--- src/rtl/display_pkg.sv ---
// Shared display geometry for the rotating panel: angular resolution, panel size
// and the slice-index type used by theta_slicer, the column fetch and hub75_output.
package display_pkg;

  localparam int unsigned ROTATIONAL_RES = 180;
  localparam int unsigned NUM_COLS       = ROTATIONAL_RES;
  localparam int unsigned NUM_ROWS       = 64;
  localparam int unsigned SCAN_RATE      = 32;
  localparam int unsigned THETA_RES      = $clog2(ROTATIONAL_RES);

  typedef logic [THETA_RES-1:0] theta_t;

endpackage

--- src/rtl/hall_edge_detect.sv ---
// Brings the raw hall sensor into the clk_in domain and emits a registered
// one-cycle pulse on each rising edge.
module hall_edge_detect (
  input  logic clk_in,
  input  logic rst_in,
  input  logic hall_in,
  output logic edge_o
);

  logic sync1_q, sync2_q, prev_q, edge_q;

  // NOTE: non-blocking assignments so every flop samples the pre-edge value of its source.
  always_ff @(posedge clk_in or posedge rst_in) begin
    if (rst_in) begin
      sync1_q <= 1'b0;
      sync2_q <= 1'b0;
      prev_q  <= 1'b0;
      edge_q  <= 1'b0;
    end else begin
      sync1_q <= hall_in;
      sync2_q <= sync1_q;
      prev_q  <= sync2_q;
      edge_q  <= sync2_q & ~prev_q;
    end
  end

  assign edge_o = edge_q;

endmodule

--- src/rtl/theta_slicer.sv ---
// Angular timebase: measures the revolution period between accepted hall edges and
// spreads ROTATIONAL_RES slices evenly across it using a divider-free accumulator.
module theta_slicer #(
  parameter int unsigned ROTATIONAL_RES = display_pkg::ROTATIONAL_RES,
  parameter int unsigned PERIOD_WIDTH   = 24,
  parameter int unsigned DEBOUNCE       = 4096
) (
  input  logic                              clk_in,
  input  logic                              rst_in,
  input  logic                              hall_in,
  output logic [$clog2(ROTATIONAL_RES)-1:0] theta_out,
  output logic                              slice_pulse,
  output logic                              rev_pulse,
  output logic                              locked_out,
  output logic [PERIOD_WIDTH-1:0]           period_out
);

  localparam int unsigned TW = $clog2(ROTATIONAL_RES);
  localparam int unsigned AW = PERIOD_WIDTH + 1;

  localparam logic [PERIOD_WIDTH-1:0] CNT_MAX    = '1;
  localparam logic [PERIOD_WIDTH-1:0] DEB_MIN    = PERIOD_WIDTH'(DEBOUNCE - 1);
  localparam logic [AW-1:0]           RES_STEP   = AW'(ROTATIONAL_RES);
  localparam logic [TW-1:0]           THETA_LAST = TW'(ROTATIONAL_RES - 1);

  logic                    hall_edge;
  logic                    accept, saturated;
  logic [AW-1:0]           sum;

  logic [PERIOD_WIDTH-1:0] cnt_q, cnt_d;
  logic [PERIOD_WIDTH-1:0] period_q, period_d;
  logic [AW-1:0]           acc_q, acc_d;
  logic [TW-1:0]           theta_q, theta_d;
  logic                    locked_q, locked_d;
  logic                    armed_q, armed_d;
  logic                    slice_q, slice_d;
  logic                    rev_q, rev_d;

  hall_edge_detect u_hall_edge_detect (
    .clk_in (clk_in),
    .rst_in (rst_in),
    .hall_in(hall_in),
    .edge_o (hall_edge)
  );

  // armed_q marks that cnt is timing from a real index edge, so the next accepted
  // edge yields a valid period; it is cleared by reset and by timeout.
  always_comb begin
    // NOTE: each _d starts from its _q so no branch leaves a value unassigned (no latch).
    cnt_d    = cnt_q;
    period_d = period_q;
    acc_d    = acc_q;
    theta_d  = theta_q;
    locked_d = locked_q;
    armed_d  = armed_q;
    slice_d  = 1'b0;
    rev_d    = 1'b0;

    saturated = (cnt_q == CNT_MAX);
    accept    = hall_edge && (cnt_q >= DEB_MIN);
    sum       = acc_q + RES_STEP;

    if (!saturated) cnt_d = cnt_q + 1'b1;

    if (accept) begin
      cnt_d   = '0;
      acc_d   = '0;
      theta_d = '0;
      rev_d   = 1'b1;
      armed_d = 1'b1;
      if (armed_q && !saturated) begin
        locked_d = 1'b1;
        period_d = cnt_q + 1'b1;
        slice_d  = 1'b1;
      end else begin
        locked_d = 1'b0;
      end
    end else if (saturated) begin
      locked_d = 1'b0;
      armed_d  = 1'b0;
      theta_d  = '0;
      acc_d    = '0;
    end else if (locked_q) begin
      if (sum >= {1'b0, period_q}) begin
        acc_d = sum - {1'b0, period_q};
        // Clamp at the last slice: a slowing rotor must not wrap into a second pass.
        if (theta_q < THETA_LAST) begin
          theta_d = theta_q + 1'b1;
          slice_d = 1'b1;
        end
      end else begin
        acc_d = sum;
      end
    end
  end

  always_ff @(posedge clk_in or posedge rst_in) begin
    if (rst_in) begin
      cnt_q    <= '0;
      period_q <= '0;
      acc_q    <= '0;
      theta_q  <= '0;
      locked_q <= 1'b0;
      armed_q  <= 1'b0;
      slice_q  <= 1'b0;
      rev_q    <= 1'b0;
    end else begin
      cnt_q    <= cnt_d;
      period_q <= period_d;
      acc_q    <= acc_d;
      theta_q  <= theta_d;
      locked_q <= locked_d;
      armed_q  <= armed_d;
      slice_q  <= slice_d;
      rev_q    <= rev_d;
    end
  end

  assign theta_out   = theta_q;
  assign slice_pulse = slice_q;
  assign rev_pulse   = rev_q;
  assign locked_out  = locked_q;
  assign period_out  = period_q;

endmodule

--- config.mk ---
export PLATFORM = sky130hd
export DESIGN_NAME = theta_slicer
export DESIGN_NICKNAME = d
export VERILOG_FILES = /design/src/rtl/display_pkg.sv /design/src/rtl/hall_edge_detect.sv /design/src/rtl/theta_slicer.sv
export SDC_FILE = /design/constraint.sdc
export NUM_CORES = 1
export LEC_CHECK = 0
export CAP_MARGIN = 20
export CORE_MARGIN = 10
export CORE_UTILIZATION = 60
export CTS_BUF_LIST = sky130_fd_sc_hd__clkbuf_4 sky130_fd_sc_hd__clkbuf_8
export DETAILED_ROUTE_END_ITERATION = 16
export MAX_ROUTING_LAYER = met4
export PLACE_DENSITY = 0.91
export RECOVER_POWER = 50
export REMOVE_ABC_BUFFERS = 1
export SLEW_MARGIN = 20
export SYNTH_ARGS = -nofsm -noshare
export SYNTH_HDL_FRONTEND = slang
export SYNTH_SLANG_ARGS = --single-unit
--- constraint.sdc ---
create_clock -name clk_in -period 8.8 [get_ports clk_in]
set_input_delay 2.2 -clock clk_in [delete_from_list [all_inputs] [get_ports clk_in]]
set_output_delay 2.2 -clock clk_in [all_outputs]
set_load 0.01 [all_outputs]
Yosys cells after proc, flatten, opt, wreduce, memory -nomap -nowiden
Cells that the tools add are included.
{"block": "totals", "latchBits": 0, "ff_bits": 89, "mem_bits_rw": 0, "n_memories": 0, "rom_bits": 0, "out_inout_bits": 35, "wordCells": 53, "in_bits": 3}
{"block": "op_classes", "n_reduce_logical": 9, "multipliers": 0, "eq_ne": 2, "n_mux": 21, "bitwise_logic": 2, "shift": 0, "addsub": 4, "n_div": 0, "magnitude_cmp": 3}
{"cell": "2-to-1 mux 25 bit", "n": 4}
{"cell": "2-to-1 mux 24 bit", "n": 2}
{"cell": "2-to-1 mux 8 bit", "n": 5}
{"cell": "adder 25 x 8 -> 25 bit, second input constant", "n": 1}
{"cell": ">= comparator 25 x 24 -> 1 bit", "n": 1}
{"cell": "subtractor 25 x 24 -> 25 bit", "n": 1}
{"cell": "adder 24 x 1 -> 24 bit, second input constant", "n": 1}
{"cell": "equality test 24 bit, second input constant", "n": 1}
{"cell": ">= comparator 24 x 12 -> 1 bit, second input constant", "n": 1}
{"cell": "2-to-1 mux 1 bit", "n": 10}
{"cell": "nonzero test 3 bit", "n": 3}
{"cell": "adder 8 x 1 -> 8 bit, second input constant", "n": 1}
{"cell": "less-than comparator 8 bit, second input constant", "n": 1}
{"cell": "AND reduction 3 bit", "n": 1}
{"cell": "logical AND 1 bit", "n": 2}
{"cell": "inequality test 2 bit, second input constant", "n": 1}
{"cell": "AND reduction 2 bit", "n": 1}
{"cell": "nonzero test 2 bit", "n": 1}
{"cell": "bitwise AND 1 bit", "n": 1}
{"cell": "zero test 1 bit", "n": 1}
{"cell": "NOT 1 bit", "n": 1}

Logic depth before layout (Yosys ltp)
{"block": "logic_depth", "ltp_word": 6, "depth_mapped": 19, "ltp_nobuf": 15}

By module
From an unflattened synthesis, not the netlist that was laid out.
{"block": "hier_totals", "cells_unflattened": 694, "area_unflattened_um2": 5859.4}
{"mod": "theta_slicer", "area_each_um2": 5741.8, "instances": 1, "cells_per_inst": 688, "seq_area_each_um2": 2127.0}
{"mod": "hall_edge_detect", "area_each_um2": 117.6, "instances": 1, "cells_per_inst": 6, "seq_area_each_um2": 100.1}

Worst setup path after synthesis
No wires, ideal clock.
{"block": "synth_path", "path_type": "register to register", "start": "register acc_q[2]", "end": "register acc_q[15]", "setup_ns": 0.122, "required_ns": 8.678, "path_slack_ns": 4.752, "arrival_time_ns": 3.926, "path_buffers": 3, "synth_period_minus_slack_ns": 4.048, "stages_incl_launch_ff": 19, "cell_sequence": "dfrtp_1 ha_1 o31ai_1 and2_1 nor2_1 nand2_1 xnor2_1 ha_1 buf_6 a21oi_4 o21ai_2 or3_1 or4_4 and4_4 buf_6 or2_4 buf_6 mux2_4 a32o_1"}
{"block": "synth_between", "elab_chain_len": 6, "word_cells_on_any_way": 7, "cone_classes": "add/sub (2); order compare (1); mux (4)"}
{"item": "start: declaration", "line": "theta_slicer.sv:32", "source": "logic [AW-1:0] acc_q, acc_d;"}
{"item": "start signal: assignment", "line": "theta_slicer.sv:101", "source": "acc_q <= '0;"}
{"item": "start signal: assignment", "line": "theta_slicer.sv:110", "source": "acc_q <= acc_d;"}
{"item": "adder 25 x 8 -> 25 bit *", "line": "theta_slicer.sv:61", "source": "sum = acc_q + RES_STEP;"}
{"item": "subtractor 25 x 24 -> 25 bit or >= comparator 25 x 24 -> 1 bit (tied branches)", "line": "theta_slicer.sv:85, theta_slicer.sv:84"}
{"item": "2-to-1 mux 25 bit *", "line": "theta_slicer.sv:84", "source": "if (sum >= {1'b0, period_q}) begin"}
{"item": "2-to-1 mux 25 bit *", "line": "theta_slicer.sv:83", "source": "end else if (locked_q) begin"}
{"item": "2-to-1 mux 25 bit *", "line": "theta_slicer.sv:78", "source": "end else if (saturated) begin"}
{"item": "2-to-1 mux 25 bit *", "line": "theta_slicer.sv:65", "source": "if (accept) begin"}
Mark *: on every way between the ends. The rest lies on a longest branch, timed or not. The select of a mux whose other input is x is not followed.
A chain may end at the register's enable or synchronous reset.

==> flow_summary.toml <==
[drt]
finalWirelength_um = 14800
drt_pre_antenna_iters = 5
dr_total_vias = 5141
viasPerCell = 6.19
drt-initial-drc-count = 444
route.detailed.drc = 0
post_drt_wl_per_cell_um = 17.9
final_antenna_net_count = 0

[run]
maxCapViolCount = 3

[critical_path]
slowest_delay_ns = 2.11
crit_arrival_ns = 5.82
path_max_fanout = 53
slowest_stage = "clkbuf_1"
required_ns = 8.66
start_kind = "input port"
critPathKind = "input port to async pin"
end_kind = "async pin"
cp_top_family = "buffers and inverters"
path_buf_inv = 3
worstPathCellList = "dlygate4sd3_1 -> clkinvlp_2 -> clkbuf_1"

[cells_and_area]
multi_input_area_sq_um = 3350
synthToLayoutAreaGrowth_pct = 10.9
finalNetCount = 723
drive_gt1_share_pct = 5.88
fillCellCount = 790
seq_area_sq_um = 2230
n_antenna_cell = 0

[floorplan]
die_w_um = 119
core_sq_um = 9640
die-area_sq_um = 14100
rows = 36
initial_utilization_pct = 60.8
die-height_um = 119
ios = 38

[synth]
synthAdderAreaFrac_pct = 6.11
synth_seq_cells = 89
ys_async_sr_fraction_pct = 100
synth_compound_gate_area_share_pct = 19.9
synth_cell_types = 65
synth_xor_area_share_pct = 8.97
yosysWarningCount = 0
synthMuxAreaShare_pct = 3.05
synth_top_family_by_area = "compound AO/OA/AOI/OAI gates"
avgSynthCellArea_sq_um = 8.73
synth_area_sq_um = 5860
synth_edf_count = 0
synthFlopType = "dfrtp_1"
syn_inst = 671
ys_seq_area_share_pct = 38.0
synth_simple_gate_area_share_pct = 19.0

[timing]
setup_viol = 0
tns_ns = 0
rsz0062_at_grt = "false"
fin_crit_ns = 5.96
setup_slack_ns = 2.84
worst_slew_pin_slew_ns = 2.88
slew_headroom_pct = -91.7
hold_violations = 0
clock.fmax_ghz = 0.168
finClkSkew_ns = 0.0115
slew_viol_final = 142
fin_crit_sh_pct = 67.8

[clock_tree]
cts_root_buffer = "clkbuf_8"
clk_latency_ns = 0.37
cts_setup_buffers = 0
h-tree-depth = 3
cts_tree = "built"
cts.sinks = 89
cts_buffers = 9
cts_resized = 0
ctsHoldBuffers = 0
cts.path.max_buffers = 2
clk_pin_slew_ns = 0.09

[grt]
antenna_found_initial = 0
grt_max_degree = 54
track_usage_pct = 21.8
grt_pass1_wl_um = 25000
grt_remaining_overflow = 0
grt_pass1_vias = 4964

[power]
irDropWorstVdd_mv = 0.0897
total_power_w = 0.000735
power_leakage_nw = 2.83
power_density_nw_per_um2 = 113

[place]
dp_hpwl_um = 10700
io_buffers = 37
place.gp.congestion = 0.981
preCtsSetupSlack_ns = 3.62

[run_status]
violations = "capacitance limit, slew limit"
status = "finished, violations left"

[min_path]
hold_class = "flop to flop"
## registers in the layout, indices dropped and copies added (netlist names)
name / cells
theta_out: 8
u_hall_edge_detect.sync2_q: 1
u_hall_edge_detect.sync1_q: 1
u_hall_edge_detect.edge_o: 1
cnt_q: 24
period_out: 24
locked_out: 1
rev_pulse: 1
armed_q: 1
slice_pulse: 1
acc_q: 25
u_hall_edge_detect.prev_q: 1
## cells in the mapped netlist, types with 4 or more instances
cell,count,area [sq um]
and3_1,13,81.3
inv_1,34,128
nand2b_1,8,50.1
a21o_1,14,105
a32o_1,5,50.1
a211oi_1,5,37.5
xnor2_1,35,307
or3_1,10,62.6
nand4_1,11,68.8
nand2_1,71,267
o21bai_1,5,37.5
ha_1,27,338
dfrtp_1,89,2230
nor4_1,4,25.0
nand3_1,27,135
mux2i_1,13,130
and4_1,6,52.6
nor3_1,10,50.1
and2_1,5,31.3
buf_6,4,45.0
a31o_2,5,43.8
a31oi_1,8,50.1
o21ai_0,58,290
buf_1,4,15.0
nor2_1,37,139
clkbuf_1,22,82.6
o211ai_1,4,30.0
o31ai_1,4,30.0
xor2_1,25,219
a21oi_1,57,285
## report_power, final
part	switching (W)	internal [W]
clock network	0.000152	0.000164
registers	0.000000332	0.000410
logic	0.00000799	0.000000853
total	0.000160	0.000575
## final cells by class
class                   instances  share of cell area (%)
flip-flops and latches         89                    34.3
clock buffers                  10                    2.02
multi-input cells             514                    51.5
well taps                     133                    2.56
inverters                      35                    2.04
repair buffers                 43                    6.16
clock inverters                 6                    1.39
## layout by cell type (no fill, tap or decap), types with 5 or more instances in the layout
cell,instances
a32o_1,5
nand2b_1,8
nand4_1,11
xor2_1,25
nor2_1,36
xnor2_1,35
mux2i_1,13
or3_1,10
inv_1,33
dfrtp_1,89
a31oi_1,8
clkbuf_8,9
nor3_1,10
nand2_1,71
a211oi_1,5
a31o_2,5
nand3_1,27
and2_1,5
and3_1,13
a21o_1,14
clkdlybuf4s50_1,34
ha_1,27
and4_1,6
a21oi_1,56
o21ai_0,58
o21bai_1,5
## cells by family after synthesis
logic type,after synthesis
flops,89
xor+xnor,60
compound gates,188
mux,17
buf+inv,68
simple gates,221
fa+ha+maj,28
## per-layer routing
layer | up-vias | global-route usage [%] | share of wire, %
met3 | 30 | 3.28 | 6.8
met1 | 2456 | 27.3 | 43
met4 | 0 | 8.40 | 2.1
met5 | - | - | 0
met2 | 214 | 34.7 | 48
li1 | 2441 | - | -
## worst register-to-register path: stages, from the launching register on
cell and delay (ns):
dfrtp_1 0.43, a21oi_1 0.12, nand2b_1 0.13, a21oi_1 0.15, nor3_1 0.70, and3_1 0.33, xor2_1 0.19, ha_1 0.31
a21o_1 0.21, a2111oi_1 0.65, or3b_2 0.25, nand3_1 0.20, nor2_2 0.63, nor3_1 0.14, or3_1 0.38
## final timing paths
path | slack [ns] | depth (start not counted) | start | to
worst max-delay path | 2.84 | 3 | rst_in | period_out[18]$_DFFE_PP0P_
worst min-delay path | 0.36 | 0 | u_hall_edge_detect.sync1_q$_DFF_PP0_ | u_hall_edge_detect.sync2_q$_DFF_PP0_
worst max register to register | 3.86 | 14 | acc_q[4]$_DFFE_PP0P_ | acc_q[21]$_DFFE_PP0P_
worst min register to register | 0.36 | 0 | u_hall_edge_detect.sync1_q$_DFF_PP0_ | u_hall_edge_detect.sync2_q$_DFF_PP0_
max in group clk_in | 3.86 | 14 | acc_q[4]$_DFFE_PP0P_ | acc_q[21]$_DFFE_PP0P_
min in group asynchronous | 2.66 | 2 | rst_in | cnt_q[6]$_DFFE_PP0P_
## per-stage QoR
step / std cells / cell area, sq um / hold slack (ns) / util, %
floorplan: 638 / 5700 / 0.331 / -
global placement: 814 / 6290 / 0.348 / 65.2
detailed placement: 814 / 6290 / 0.344 / 65.2
CTS: 830 / 6510 / 0.360 / 67.5
global route: 830 / 6490 / 0.365 / 67.4
finish: 830 / 6490 / 0.356 / 67.4
Note: power is estimated with default switching activity, not from simulation.
